File: src/rtl/seq_pattern_tx.sv
// rtl/seq_pattern_tx.sv - framed MSB-first serializer, optional 1,0,1 preamble (SEQ_TX_PREAMBLE_EN)
module seq_pattern_tx #(
    parameter int   WIDTH      = 8,
    parameter logic IDLE_LEVEL = 1'b0
) (
    input  logic             clk,
    input  logic             reset,
    input  logic [WIDTH-1:0] din,
    input  logic             din_valid,
    output logic             din_ready,
    output logic             z,
    output logic             z_valid,
    output logic             frame_done
);

    localparam int CW = $clog2(WIDTH + 1);
    localparam logic [CW-1:0] LAST = CW'(WIDTH - 1);

`ifdef SEQ_TX_PREAMBLE_EN
    typedef enum logic [1:0] {ST_IDLE = 2'd0, ST_PRE = 2'd1, ST_DATA = 2'd2} state_t;
    localparam state_t FIRST = ST_PRE;
    localparam logic [CW-1:0] PRE_LAST = CW'(2);
`else
    typedef enum logic [1:0] {ST_IDLE = 2'd0, ST_DATA = 2'd2} state_t;
    localparam state_t FIRST = ST_DATA;
`endif

    // state describes the bit currently on z; cnt is its index within the phase
    state_t          state, state_nxt;
    logic [CW-1:0]   cnt, cnt_nxt;
    logic [WIDTH-1:0] sreg, sreg_nxt, src;
    logic            z_nxt, z_valid_nxt, frame_done_nxt;
    logic            accept;

    // ready when idle or while the final data bit is out, never during reset
    assign din_ready = !reset && ((state == ST_IDLE) || ((state == ST_DATA) && (cnt == LAST)));
    assign accept    = din_valid && din_ready;

    // state, counter, shift register and output registers
    always_ff @(posedge clk) begin
        if (reset) begin
            state      <= ST_IDLE;
            cnt        <= '0;
            sreg       <= '0;
            z          <= IDLE_LEVEL;
            z_valid    <= 1'b0;
            frame_done <= 1'b0;
        end else begin
            state      <= state_nxt;
            cnt        <= cnt_nxt;
            sreg       <= sreg_nxt;
            z          <= z_nxt;
            z_valid    <= z_valid_nxt;
            frame_done <= frame_done_nxt;
        end
    end

    // next-state: start a frame on acceptance, chain frames with no idle gap
    always_comb begin
        state_nxt = state;
        case (state)
            ST_IDLE: if (accept) state_nxt = FIRST;
`ifdef SEQ_TX_PREAMBLE_EN
            ST_PRE:  if (cnt == PRE_LAST) state_nxt = ST_DATA;
`endif
            ST_DATA: if (cnt == LAST) state_nxt = accept ? FIRST : ST_IDLE;
            default: state_nxt = ST_IDLE;
        endcase
    end

    // outputs for the coming cycle; a new frame's data comes straight from din
    always_comb begin
        src            = accept ? din : sreg;
        cnt_nxt        = '0;
        sreg_nxt       = sreg;
        z_nxt          = IDLE_LEVEL;
        z_valid_nxt    = 1'b0;
        frame_done_nxt = 1'b0;
        case (state_nxt)
`ifdef SEQ_TX_PREAMBLE_EN
            ST_PRE: begin
                cnt_nxt     = (state == ST_PRE) ? cnt + CW'(1) : '0;
                sreg_nxt    = src;
                z_nxt       = (cnt_nxt != CW'(1));
                z_valid_nxt = 1'b1;
            end
`endif
            ST_DATA: begin
                cnt_nxt        = ((state == ST_DATA) && !accept) ? cnt + CW'(1) : '0;
                z_nxt          = src[WIDTH-1];
                sreg_nxt       = src << 1;
                z_valid_nxt    = 1'b1;
                frame_done_nxt = (cnt_nxt == LAST);
            end
            default: ;
        endcase
    end

endmodule

File: config.mk
export PLATFORM = sky130hd
export DESIGN_NAME = seq_pattern_tx
export DESIGN_NICKNAME = d
export VERILOG_FILES = /design/src/rtl/seq_pattern_tx.sv
export SDC_FILE = /design/constraint.sdc
export NUM_CORES = 1
export LEC_CHECK = 0
export ABC_CLOCK_PERIOD_IN_PS = 1900
export BUFFER_PORTS_ARGS = -buffer_cell sky130_fd_sc_hd__buf_2
export CAP_MARGIN = 40
export CORE_MARGIN = 2
export CORE_UTILIZATION = 40
export DETAILED_ROUTE_END_ITERATION = 16
export GPL_TIMING_DRIVEN = 0
export PLACE_DENSITY = 0.68
export SYNTH_ARGS = -nofsm -noshare
export SYNTH_HDL_FRONTEND = slang
export SYNTH_SLANG_ARGS = --single-unit
export TNS_END_PERCENT = 20
File: constraint.sdc
create_clock -name clk -period 1.9 [get_ports clk]
set_input_delay 0.095 -clock clk [delete_from_list [all_inputs] [get_ports clk]]
set_output_delay 0.095 -clock clk [all_outputs]
set_load 0.01 [all_outputs]
## Yosys cells after proc, flatten, opt, wreduce, memory -nomap -nowiden

Index checks and enable logic that the tools add are counted.

| storage, ports and cells | value |
|---|---|
| flip-flop bits (word level) | 16 |
| input bits | 11 |
| logic and storage cells | 28 |

| cells by class | value |
|---|---|
| $add $sub $neg | 1 |
| eq/ne operators | 4 |
| mux-type cells | 7 |
| bitwise operators | 1 |
| reductions and logical operators | 9 |

Operators by type and width:

| operator | number |
|---|---|
| equality test 4 x 3 -> 1 bit (second input constant) | 2 |
| two-way mux 8 bit | 1 |
| two-way mux 2 bit | 3 |
| adder 4 x 1 -> 4 bit (second input constant) | 1 |
| equality test 2 bit (second input constant) | 2 |
| logical AND 1 bit | 4 |
| two-way mux 4 bit | 1 |
| one-hot mux 2 bit (2 select lines) | 1 |
| zero test 1 bit | 2 |
| zero test 2 bit | 1 |
| OR reduction 2 bit | 1 |
| logical OR 1 bit | 1 |
| two-way mux 1 bit | 1 |
| NOT 1 bit | 1 |

## Logic depth before layout (Yosys ltp)

| depth | value |
|---|---|
| depth in word-level cells | 11 |
| mapped depth | 5 |
| mapped depth without buffers | 4 |

## Worst setup path after synthesis

No wires, ideal clock.

| path | value |
|---|---|
| path kind | reg-to-reg |
| start | register cnt[0] |
| end | register sreg[2] |
| setup time | 0.103 ns |
| data arrival time | 1.221 ns |
| required time | 1.797 ns |
| path slack | 0.576 ns |
| cell stages (with the launch flop) | 6 |
| buffers on the path | 1 |
| clock period less this slack | 1.324 ns |
| cell sequence | dfxtp_1 > ha_1 > nand3b_1 > and2_1 > buf_6 > a2111oi_2 |

| on the way | value |
|---|---|
| word-level cells in the longest chain between the ends | 9 |
| elaborated cells between the ends (all ways) | 11 |
| those cells by class | 2 x eq/ne; 5 x mux; 4 x reduce/logical |

Ends and longest elaborated chain:

| item | line | text |
|---|---|---|
| from (decl) | 30 | `logic [CW-1:0] cnt, cnt_nxt;` |
| from (signal assigned) | 50 | `cnt <= cnt_nxt;` |
| equality test 4 x 3 -> 1 bit (*) | 36, 66 |  |
| logical AND 1 bit | 36 | `assign din_ready = !reset && ((state == ST_IDLE) \|\| ((state == ST_DATA) && (cnt == LAST)));` |
| logical OR 1 bit | 36 |  |
| logical AND 1 bit | 36 |  |
| logical AND 1 bit | 37 | `assign accept = din_valid && din_ready;` |
| two-way mux 2 bit (2 in a row) | 66 | `ST_DATA: if (cnt == LAST) state_nxt = accept ? FIRST : ST_IDLE;` |
| one-hot mux 2 bit (2 select lines) | 61 | `case (state)` |
| equality test 2 bit | 79 | `case (state_nxt)` |
| to (signal assigned) | 51 | `sreg <= sreg_nxt;` |
| to (decl) | 31 | `logic [WIDTH-1:0] sreg, sreg_nxt, src;` |

Mark *: on every way between the ends. The rest lies on a longest branch, timed or not.
A chain may end at the register's enable or synchronous reset.

## Final worst setup path

| path | value |
|---|---|
| start | register cnt[0] |
| end | output din_ready |

| on the way | value |
|---|---|
| word-level cells in the longest chain between the ends | 4 |

Ends and longest elaborated chain:

| item | line | text |
|---|---|---|
| equality test 4 x 3 -> 1 bit | 36 |  |
| logical AND 1 bit | 36 |  |
| logical OR 1 bit | 36 |  |
| logical AND 1 bit | 36 |  |
| to (decl) | 10 | `output logic din_ready,` |

Every way passes these cells.

==> results.md <==
* CTS Root Buffer Type: clkbuf_4
* First-pass DRT Iterations at 2
* Clk slew on worst S/H paths at 0.09 ns
* Kind of critical path: reg -> out
* YS warnings at 0
* Vias at 606
* Synth Cell Area at 730.7 um^2
* R2R Setup Slk at 0.41 ns
* Time the worst path needs with I/O delays and setup at 1.728 ns
* CP endpoint: din_ready
* Final slew viol count at 0
* IO Port Bufs at 14
* Worst path slowest cell: dfxtp_1
* R2R depth at 5
* Die X at 46.74 um
* Rows at 15
* Dpl cell area at 832.0 um^2
* DRC at 0
* H-tree levels at 1
* Floorplan core area at 1727 um^2
* Synth Instances at 74
* GRT Total Usage at 0.1632
* Share of post-route cells with drive strength above 1 at 0.3370
* RSZ-0062 raised after global routing: false
* First-pass GRT wire length at 2.504 mm
* # IOs at 15
* Final HPWL from detailed placement at 1.127 mm
* Yosys reg bits at 16
* Setup violations, final at 0
* Largest net degree at the start of global routing at 11
* Sequential area share after synthesis at 0.4384
* Worst Setup End Kind: output pin
* Area Growth Syn to Fin at 19.18%
* Commonest cells after routing, fill and taps aside: 16 x buf_2, 16 x dfxtp_1, 9 x nor2_1
* CP startpoint kind: register
* Worst hold path cell count at 2
* Crit path max-delay family: simple AND/OR/NAND/NOR gates
* WP depth at 6
* Post-CTS setup buffers at 0
* Total die area at 2185 um^2
* Reg2Reg Launch Point: cnt[0]$_SDFF_PP0_
* Leakage power figure at 0.3484 nW
* DR WL/cell at 13.12 um
* R2R Path End: sreg[6]$_SDFFE_PP0N_
* Max-cap viol count at 0
* Gp weighted congestion at 0.7956
* Syn nets at 86
* VDD IR-drop max at 0.4730 mV
* Initial drt markers at 7
* Nets@finish at 105
* Post-DRT Antenna Nets at 0
* Power Dens Cells at 762.0 nW/um^2
* Via density at 5.179
* Number of buffer and inverter stages on the critical path at 2
* DIE HEIGHT at 46.74 um
* Initial antenna violation count at 0
* Status: complete, no violations
* Fin area at 870.8 um^2
* Resized cells post-CTS at 0
* Total negative slack at 0 ns
* Syn_area_per_cell at 9.874 um^2
* Max frequency at 0.5786 GHz
* CP max FO at 9
* CTS Buf Count at 3
* Antenna diodes at 0
* Period utilization at 0.9096
* Worst Setup SP: cnt[0]$_SDFF_PP0_
* Final Hold Viols at 0
* Starting Density at 0.4232
* Hold-fix buffers at CTS at 0
* CTS tree: done
* Hold crit path type: in -> reg
* Distinct cells, synth at 28
* Vias in the first global route at 570
* Crit path cell chain: ha_2 -> nand3b_1 -> and2_1 -> buf_6 -> nor3_1 -> buf_2
* Final wirelength at 1.535 mm
* WP data arrival at 1.63 ns
* Total gr overflow at 0
* CP required at 1.80 ns
* Clock buffer depth at 2
* Insertion delay to the later sink of the worst-skew pair at 0.28 ns
* Final Skew at 0.004581 ns
* Max stage delay on crit path at 0.39 ns
* CTS sink count at 16
==> how the worst min path moves through the flow <==
stage	startpoint	endpoint	slack, ns
5_1_grt	din_valid	state[1]$_SDFF_PP0_	0.10
3_3_place_gp	din_valid	state[1]$_SDFF_PP0_	0.38
2_1_floorplan	reset	sreg[2]$_SDFFE_PP0N_	0.16
6_report	din_valid	state[1]$_SDFF_PP0_	0.09
4_1_cts	din_valid	state[1]$_SDFF_PP0_	0.09
3_5_place_dp	din_valid	state[1]$_SDFF_PP0_	0.38
==> metal layers <==
metal | global-route usage | up-vias | share of wire
li1 | - | 311 | -
met1 | 0.2014 | 288 | 0.45
met2 | 0.2778 | 7 | 0.51
met3 | 0.05769 | 0 | 0.037
met4 | 0.03333 | 0 | 0
met5 | 0 | - | 0
==> where the power goes <==
| part | switching, mW | internal, mW | leakage, nW |
|---|---|---|---|
| sequential | 0.00797 | 0.350 | 0.131 |
| clock | 0.105 | 0.117 | 0.0210 |
| combinational | 0.0462 | 0.0371 | 0.196 |
| total | 0.160 | 0.504 | 0.348 |
==> cell usage after synthesis <==
cell type	count	share of area
a2111oi_2	6	0.12
a211oi_1	7	0.072
a21boi_1	1	0.010
a21oi_1	7	0.048
and2_1	1	0.0086
and3_1	1	0.0086
buf_2	2	0.014
buf_4	1	0.010
buf_6	1	0.015
conb_1	1	0.0051
dfxtp_1	16	0.44
ha_1	1	0.017
inv_1	2	0.010
nand2_1	2	0.010
nand2b_1	1	0.0086
nand3_1	2	0.014
nand3b_1	1	0.010
nand4_1	1	0.0086
nand4bb_1	1	0.015
nor2_1	9	0.046
nor2_2	1	0.0086
nor3_1	1	0.0068
nor4_1	1	0.0086
o21a_1	3	0.031
o21ba_1	1	0.014
o21ba_2	1	0.014
xnor2_1	1	0.012
xor2_1	1	0.012
==> cell families (layout without fill, tap and decap cells) <==
group           after synthesis  in the layout  share of synthesized area
simple gates                 22             22                     0.1541
compound gates               26             26                     0.3116
xor+xnor                      2              2                    0.02398
other cells                   1              1                   0.005132
fa+ha+maj                     1              1                    0.01712
buf+inv                       6             24                    0.04966
flops                        16             16                     0.4384
==> cell type report <==
type / count / area [um^2]
flip-flops and latches: 16 / 320.3
multi-input cells: 52 / 376.6
well taps: 25 / 31.28
repair buffers: 14 / 70.07
plain buffers: 4 / 28.78
clock buffers: 4 / 36.28
inverters: 2 / 7.507
fillers: 181 / 855.8
==> flip-flops by register name, indices dropped and copies added, names as in the netlist <==
register	count
cnt	4
frame_done	1
sreg	7
state	2
z	1
z_valid	1
==> per-stage QoR <==
step | setup slack, ns | cells | power, mW | hold WS, ns | util
floorplan | 0.5757 | 74 | 0.4197 | 0.1639 | -
global placement | 0.4639 | 113 | 0.4464 | 0.3833 | 0.4819
detailed placement | 0.4021 | 113 | 0.4501 | 0.3850 | 0.4819
CTS | 0.1462 | 117 | 0.6746 | 0.08546 | 0.5029
global route | 0.01157 | 117 | 0.6972 | 0.1035 | 0.5043
finish | 0.1718 | 117 | 0.6636 | 0.09487 | 0.5043
(Power assumes the default switching activity.)
